File: config.mk
export PLATFORM = sky130hd
export DESIGN_NAME = i2c_bit_sequencer
export DESIGN_NICKNAME = d
export VERILOG_FILES = /design/src/rtl/i2c_bit_sequencer.sv
export SDC_FILE = /design/constraint.sdc
export NUM_CORES = 1
export LEC_CHECK = 0
export ABC_AREA = 1
export ABC_CLOCK_PERIOD_IN_PS = 2750
export BUFFER_PORTS_ARGS = -buffer_cell sky130_fd_sc_hd__buf_2
export CAP_MARGIN = 10
export CORE_ASPECT_RATIO = 1.75
export CORE_MARGIN = 2
export CORE_UTILIZATION = 55
export DETAILED_ROUTE_END_ITERATION = 16
export PLACE_DENSITY = 0.76
export RECOVER_POWER = 50
export SETUP_SLACK_MARGIN = 0.02
export SYNTH_ARGS = -nofsm -noshare
export SYNTH_HDL_FRONTEND = slang
export SYNTH_SLANG_ARGS = --single-unit
File: constraint.sdc
create_clock -name clk -period 2.75 [get_ports clk]
set_input_delay 0.275 -clock clk [delete_from_list [all_inputs] [get_ports clk]]
set_output_delay 0.275 -clock clk [all_outputs]
set_load 0.01 [all_outputs]
File: src/rtl/i2c_bit_sequencer.sv
// I2C bit-level sequencer: runs one bus primitive (START/STOP/WRITE/READ) as four quarter-phases
// of Q clk cycles each, driving open-drain release levels and honouring clock stretching in PH_B.
module i2c_bit_sequencer #(
  parameter int DIV_W   = 10,
  parameter int DIV_MIN = 2
) (
  input  logic             clk,
  input  logic             rst,
  input  logic [DIV_W-1:0] div,
  input  logic             cmd_valid,
  output logic             cmd_ready,
  input  logic [1:0]       cmd,
  input  logic             cmd_din,
  output logic             done,
  output logic             dout,
  output logic             busy,
  output logic             scl_o,
  output logic             sda_o,
  input  logic             scl_i,
  input  logic             sda_i
);
  typedef enum logic [2:0] {IDLE, PH_A, PH_B, PH_C, PH_D} state_t;

  localparam logic [1:0]       CMD_START = 2'b00;
  localparam logic [1:0]       CMD_STOP  = 2'b01;
  localparam logic [1:0]       CMD_WRITE = 2'b10;
  localparam logic [1:0]       CMD_READ  = 2'b11;
  localparam logic [DIV_W-1:0] Q_MIN     = DIV_W'(DIV_MIN);

  state_t           state_q, state_d;
  logic [DIV_W-1:0] cnt_q, cnt_d;
  logic [DIV_W-1:0] q_q, q_d;
  logic [1:0]       cmd_q, cmd_d;
  logic             din_q, din_d;
  logic             samp_q, samp_d;
  logic             dout_q, dout_d;
  logic             done_q, done_d;
  logic             scl_q, scl_d;
  logic             sda_q, sda_d;
  logic             stall, last;

  assign cmd_ready = (state_q == IDLE);
  assign busy      = (state_q != IDLE);
  assign done      = done_q;
  assign dout      = dout_q;
  assign scl_o     = scl_q;
  assign sda_o     = sda_q;

  always_comb begin
    state_d = state_q;
    cnt_d   = cnt_q;
    q_d     = q_q;
    cmd_d   = cmd_q;
    din_d   = din_q;
    samp_d  = samp_q;
    dout_d  = dout_q;
    done_d  = 1'b0;
    // A slave holding SCL low while we release it freezes the PH_B count.
    stall   = (state_q == PH_B) && scl_q && !scl_i;
    last    = (cnt_q == q_q - DIV_W'(1));

    case (state_q)
      IDLE: begin
        if (cmd_valid) begin
          state_d = PH_A;
          cnt_d   = '0;
          q_d     = (div < Q_MIN) ? Q_MIN : div;
          cmd_d   = cmd;
          din_d   = cmd_din;
        end
      end
      PH_A, PH_B, PH_C, PH_D: begin
        if (!stall) begin
          if (last) begin
            cnt_d = '0;
            case (state_q)
              PH_A: state_d = PH_B;
              PH_B: state_d = PH_C;
              PH_C: begin
                state_d = PH_D;
                samp_d  = sda_i;
              end
              default: begin
                state_d = IDLE;
                done_d  = 1'b1;
                if (cmd_q == CMD_READ) dout_d = samp_q;
              end
            endcase
          end else begin
            cnt_d = cnt_q + DIV_W'(1);
          end
        end
      end
      default: state_d = IDLE;
    endcase

    // Outputs are registered, so levels are chosen for the state being entered.
    scl_d = scl_q;
    sda_d = sda_q;
    case (state_d)
      PH_A: begin
        case (cmd_d)
          CMD_START: sda_d = 1'b1;
          CMD_STOP:  {scl_d, sda_d} = 2'b00;
          CMD_WRITE: {scl_d, sda_d} = {1'b0, din_d};
          default:   {scl_d, sda_d} = 2'b01;
        endcase
      end
      PH_B: begin
        case (cmd_d)
          CMD_START: {scl_d, sda_d} = 2'b11;
          CMD_STOP:  {scl_d, sda_d} = 2'b10;
          CMD_WRITE: {scl_d, sda_d} = {1'b1, din_d};
          default:   {scl_d, sda_d} = 2'b11;
        endcase
      end
      PH_C: begin
        case (cmd_d)
          CMD_START: {scl_d, sda_d} = 2'b10;
          CMD_STOP:  {scl_d, sda_d} = 2'b11;
          CMD_WRITE: {scl_d, sda_d} = {1'b1, din_d};
          default:   {scl_d, sda_d} = 2'b11;
        endcase
      end
      PH_D: begin
        case (cmd_d)
          CMD_START: {scl_d, sda_d} = 2'b00;
          CMD_STOP:  {scl_d, sda_d} = 2'b11;
          CMD_WRITE: {scl_d, sda_d} = {1'b0, din_d};
          default:   {scl_d, sda_d} = 2'b01;
        endcase
      end
      default: ;
    endcase
  end

  always_ff @(posedge clk) begin
    if (rst) begin
      state_q <= IDLE;
      cnt_q   <= '0;
      q_q     <= '0;
      cmd_q   <= CMD_START;
      din_q   <= 1'b0;
      samp_q  <= 1'b0;
      dout_q  <= 1'b0;
      done_q  <= 1'b0;
      scl_q   <= 1'b1;
      sda_q   <= 1'b1;
    end else begin
      state_q <= state_d;
      cnt_q   <= cnt_d;
      q_q     <= q_d;
      cmd_q   <= cmd_d;
      din_q   <= din_d;
      samp_q  <= samp_d;
      dout_q  <= dout_d;
      done_q  <= done_d;
      scl_q   <= scl_d;
      sda_q   <= sda_d;
    end
  end
endmodule

# Word-level counts from Yosys, hierarchy flattened
# Cells that the tools add are included.
dict set report totals {
  ff_bits 31
  inputBits 18
  output_inout_bits 6
}
dict set report classes {
  order_cmp 1
  eq_ne 15
  addsub 2
  mux 21
  reduce_logical 20
  n_bitwise 4
}
# cell n
set ops {}
lappend ops {{$mux 10} 4}
lappend ops {{$pmux 10 s2} 1}
lappend ops {{$eq 3x2->1 const B} 4}
lappend ops {{$add 10x1->10 const B} 1}
lappend ops {{$eq 10x10->1} 1}
lappend ops {{$lt 10x2->1 const B} 1}
lappend ops {{$sub 10x1->10 const B} 1}
lappend ops {{$mux 3} 3}
lappend ops {{$pmux 3 s3} 1}
lappend ops {{$reduce_or 4->1} 2}
lappend ops {{$eq 3x1->1 const B} 2}
lappend ops {{$eq 3x3->1 const B} 2}
lappend ops {{$ne 2x2->1 const B} 3}
lappend ops {{$pmux 1 s2} 3}
lappend ops {{$pmux 3 s2} 1}
lappend ops {{$reduce_bool 3->1} 2}
lappend ops {{$reduce_or 2->1} 3}
lappend ops {{$mux 1} 5}
lappend ops {{$reduce_and 5->1} 1}
lappend ops {{$eq 2x2->1 const B} 2}
lappend ops {{$mux 2} 2}
lappend ops {{$not 1->1} 4}
lappend ops {{$reduce_and 2->1} 2}
lappend ops {{$reduce_and 4->1} 1}
lappend ops {{9 further kinds} 11}

# Longest topological paths before layout
dict set report logic_depth {
  depth_word 9
  depth_mapped 20
  ltp_nobuf 20
}

# Worst setup path before layout
# No wires, ideal clock.
dict set report synth_path {
  path_kind {reg-to-reg}
  start {register q_q[0]}
  end {register sda_q, in the netlist sda_o}
  required_time_ns 2.638
  path_stages_with_launch 18
  setup_time_ns 0.112
  slack_ns 0.829
  arrival_time_ns 1.809
  path_cell_list {dfxtp_1 inv_2 ha_1 inv_1 nand2_1 nand2_1 nor2_1 nand2_1 nor2_4 nand3_2 nor2_4 nand4_1 a21oi_2 nand2_1 nand3_1 nand2_1 nand2_1 nand2_1}
}
dict set report synth_via {
  elab_chain_cells 8
  elab_cells_between_ends 13
}
# item line_no
set synth_lines {}
lappend synth_lines {{start: declaration} 32} ;# logic [DIV_W-1:0] q_q, q_d;
lappend synth_lines {{start signal: assignment} 152} ;# q_q <= q_d;
lappend synth_lines {{$sub 10x1->10 (*)} 60} ;# last = (cnt_q == q_q - DIV_W'(1));
lappend synth_lines {{$eq 10x10->1 (*)} 60}
lappend synth_lines {{$mux 3 (*)} 74} ;# if (last) begin
lappend synth_lines {{$mux 3 (*)} 73} ;# if (!stall) begin
lappend synth_lines {{$pmux 3 s2 (*)} 62} ;# case (state_q)
lappend synth_lines {{$eq 3x3->1 (tied with other cells)} 100} ;# case (state_d)
lappend synth_lines {{$reduce_or 2->1 (no line)} -}
lappend synth_lines {{$pmux 1 s2 or $reduce_bool 2->1 (tied branches)} -}
lappend synth_lines {{end signal: assignment} 148} ;# sda_q <= 1'b1;
lappend synth_lines {{end signal: assignment} 159} ;# sda_q <= sda_d;
lappend synth_lines {{end: declaration} 39} ;# logic sda_q, sda_d;
# Every way passes the cells marked *; elsewhere a longest branch is shown, timed or not.
# A chain may end at the register's enable or synchronous reset.

# Worst setup path in the final report
dict set report layout_path {
  start {register state_q[0]}
  end {register cnt_q[8]}
}
dict set report layout_via {
  elab_chain_cells 5
  elab_cells_between_ends 13
}
# item line_no
set layout_lines {}
lappend layout_lines {{start: declaration} 30} ;# state_t state_q, state_d;
lappend layout_lines {{start signal: assignment} 150} ;# state_q <= state_d;
lappend layout_lines {{$eq 3x2->1} {59, 62}}
lappend layout_lines {{$logic_and 1x1->1 (2 in series)} 59} ;# stall = (state_q == PH_B) && scl_q && !scl_i;
lappend layout_lines {{$ne 2x2->1 (no line)} -}
lappend layout_lines {{$reduce_and 3->1 (no line)} -}
lappend layout_lines {{end signal: assignment} 151} ;# cnt_q <= cnt_d;
lappend layout_lines {{end: declaration} 31} ;# logic [DIV_W-1:0] cnt_q, cnt_d;
# Several ways; a longest one is shown, not always the timed one.

==> results.md <==
- Status: complete, no violations
- CTS Sinks: 31
- Clk slew on worst S/H paths: ~70 ps
- Syn avg cell area: roughly 6.6 µm²
- Mapped Cells: 281
- CTS resizes: 0
- RSZ-0062 raised after global routing: no
- Register area: 620.6 µm²
- Gr usage total: 27.14%
- DR vias: between 1,500 and 2,000
- Gr ovfl total: 0
- Arrival @ worst endpoint: about 2600 ps
- Post-route clock period utilization: between 80 and 90%
- Fillers: between 300 and 400
- Tmin final: ~2400 ps
- First-pass GRT wire length: between 7000 and 8000 µm
- Setup crit start: state_q[0]
- Number of buffers added on ports: 23
- Crit path max fanout: 8
- Slowest-stage cell, CP: dfxtp_1
- 1st-iter DRT viols: 42
- Setup_tns: 0 ps
- Worst relative slew slack: 47.88%
- Worst r2r src: state_q[0]
- Pwr Density: around 560 mW/mm²
- CP Cell Sequence: nor2_1 -> clkinv_1 -> nor2_1 -> nand2_1 -> inv_1 -> a21oi_4 -> nor2_1 -> nand3_1 -> nor3b_2 -> a21oi_1 -> o21a_1
- Area of the multi-input gates: approximately 0.0010 mm²
- HP Start: div[7]
- Final setup violation count: 0
- CTS root buf: clkbuf_8
- Sw power: roughly 0.35 mW
- IO Pins: 24
- Core Footprint: approximately 0.0032 mm²
- P_int: between 0.8 and 0.9 mW
- Non-filler instance count after layout: ~350
- ANT cells: 0
- Total wire length: 4286 µm
- Starting Density: between 50% and 60%
- Combinational share of power: a little under a fifth
- Sw Ratio: between 20% and 30%
- First drt pass iteration count: 4
- Clk buf depth: 2
- Clock Skews: 4.908 ps
- Worst Tran Pin Value: between 700 and 800 ps
- CP most frequent cell: nor2_1
- Setup crit start kind: flop
- Part of the power in the clock network: approximately 40%
- Buf+Inv Stages, Crit Path: 2
- Req. time, crit path: between 2000 and 3000 ps
- Final hold slack: 242.6 ps
- Post-route DRC: 0
- Setup bufs post-CTS: 0
- CTS Buf Count: 5
- Max_cap viols: 0
- Die H: approximately 81 µm
- CTS tree: built
- Distinct cells, synth: 32
- FF+latch count, synth: 31
- Register area share after synthesis: between 30% and 40%
- Slew Viols, Final: 0
- Post-layout instance area: around 0.0021 mm²
- Row count: 27
- Wire length per cell: roughly 12 µm
- YS warnings: 0
- Synth Net Count: ~300
- Final Hold Vio Count: 0
- Dpl hpwl: approximately 3300 µm
- Setup crit end kind: flop
- Placed cell count: roughly 350
- Die width: roughly 48 µm
- H-Tree Depth: 2
- Vias in the first global route: 1,817
- Routability-driven placement congestion ratio: ~0.93
- Post-DRT Antenna Nets: 0
- Largest delay share family, worst path: simple AND/OR/NAND/NOR gates
- Layout cell share with drive strength beyond 1: about 18%
- Leakage power: roughly 1 nW
- Final Core Density: between 60% and 70%
- Mapped cell area: approximately 0.0019 mm²
- Die ar.: around 0.0039 mm²
- Nets: ~330
- Routed vias/inst: 5.099
- Worst IR Drop VDD: 0.3981 mV
- Initial antenna violation count: 0
- Largest net degree at the start of global routing: 18
- HP Class: in2reg
- Fmax: approximately 420 MHz
- Hold-fix buffers, CTS: 0
- Crit path largest cell delay: roughly 330 ps
- DP Area: 0.002014 mm²
- Critical path class: reg2reg
- Clk Latency, worst-skew pair: 290 ps
- P&R area growth vs syn: 13.91%
- Sequential power share: between 40% and 50%
## metrics by stage
stage	total power, mW	worst slack, ps
2_1_floorplan	0.6644	829.2
3_3_place_gp	0.7209	685.8
3_5_place_dp	0.7245	630.3
4_1_cts	1.196	576.9
5_1_grt	1.249	150.8
6_report	1.190	380.7
## power groups by stage
stage / combinational (mW) / clock [mW] / sequential (mW)
floorplan: 0.169 / 0 / 0.496
global placement: 0.223 / 0 / 0.498
detailed placement: 0.226 / 0 / 0.498
CTS: 0.231 / 0.478 / 0.488
global route: 0.259 / 0.499 / 0.491
finish: 0.226 / 0.475 / 0.488
## metal layers
metal	up-vias	track usage, %	part of all wire [%]
met4	0	11.35	2.5
met5	-	0	0
met2	41	49.60	56
li1	938	-	-
met3	10	4.889	3.0
met1	811	28.03	38
## tightest hold or removal path: cells and delay by family
family          cells  cell delay [ps]
buf+inv             1              110
simple gates        1               50
compound gates      1               50
## cell type report
class	count	share of cell area (%)
Timing Repair Buffer	24	5.276
Sequential cell	31	29.40
Clock inverter	2	1.660
Inverter	43	7.647
Tap cell	43	2.549
Multi-Input combinational cell	204	49.56
Clock buffer	6	3.912
## cell usage in the layout, fill, tap and decap left out, drive strengths merged
cell and count:
nand4 3, nor4 2, inv 42, or2 1, bufinv 1, xor2 6, buf 17, xnor3 1
o21ai 12, a31oi 1, nor2 47, and3 1, a211oi 3, a21oi 17, ha 2, o21a 1
clkbuf 13, nor3b 2, nand3 17, clkinv 2, xnor2 3, nor3 5, nand2 80, dfxtp 31
## final timing paths
path,cells past startpoint,to,slack (ps)
worst max-delay path,11,cnt_q[8],380
worst min register to register,2,dout,480
worst max register to register,11,cnt_q[8],380
worst min-delay path,3,q_q[7],240
## registers in the layout (all words and copies together), names as in the netlist
register,flops
sda_o,1
samp_q,1
done,1
cnt_q,10
q_q,10
dout,1
state_q,3
din_q,1
scl_o,1
cmd_q,2
## synth_stat cells (all sizes together)
| cell type | instances | share of area, % |
|---|---|---|
| nand2 | 80 | 18 |
| a31oi | 1 | 0.34 |
| xnor2 | 3 | 1.4 |
| nor3 | 5 | 1.4 |
| dfxtp | 31 | 33 |
| nor4 | 2 | 0.68 |
| buf | 1 | 0.41 |
| ha | 2 | 1.4 |
| a211oi | 3 | 1.2 |
| a21oi | 17 | 5.4 |
| clkbuf | 2 | 0.41 |
| o21ai | 12 | 3.2 |
| nand4 | 3 | 1.0 |
| nor3b | 2 | 1.1 |
| o21a | 1 | 0.41 |
| or2 | 1 | 0.34 |
| xor2 | 6 | 2.8 |
| inv | 43 | 8.7 |
| xnor3 | 1 | 1.2 |
| nor2 | 47 | 12 |
| and3 | 1 | 0.34 |
| nand3 | 17 | 5.1 |
## cell families (layout without fill, tap and decap cells)
| family | after synthesis | count (layout) | synth area share, % |
|---|---|---|---|
| AO/OA/AOI/OAI | 34 | 34 | 10.60 |
| XOR/XNOR | 10 | 10 | 5.469 |
| AND/OR/NAND/NOR | 158 | 158 | 39.57 |
| flip-flops | 31 | 31 | 33.49 |
| buffers and inverters | 46 | 75 | 9.521 |
| adder cells (fa/ha/maj) | 2 | 2 | 1.350 |
Note: power is estimated with default switching activity, not from simulation.
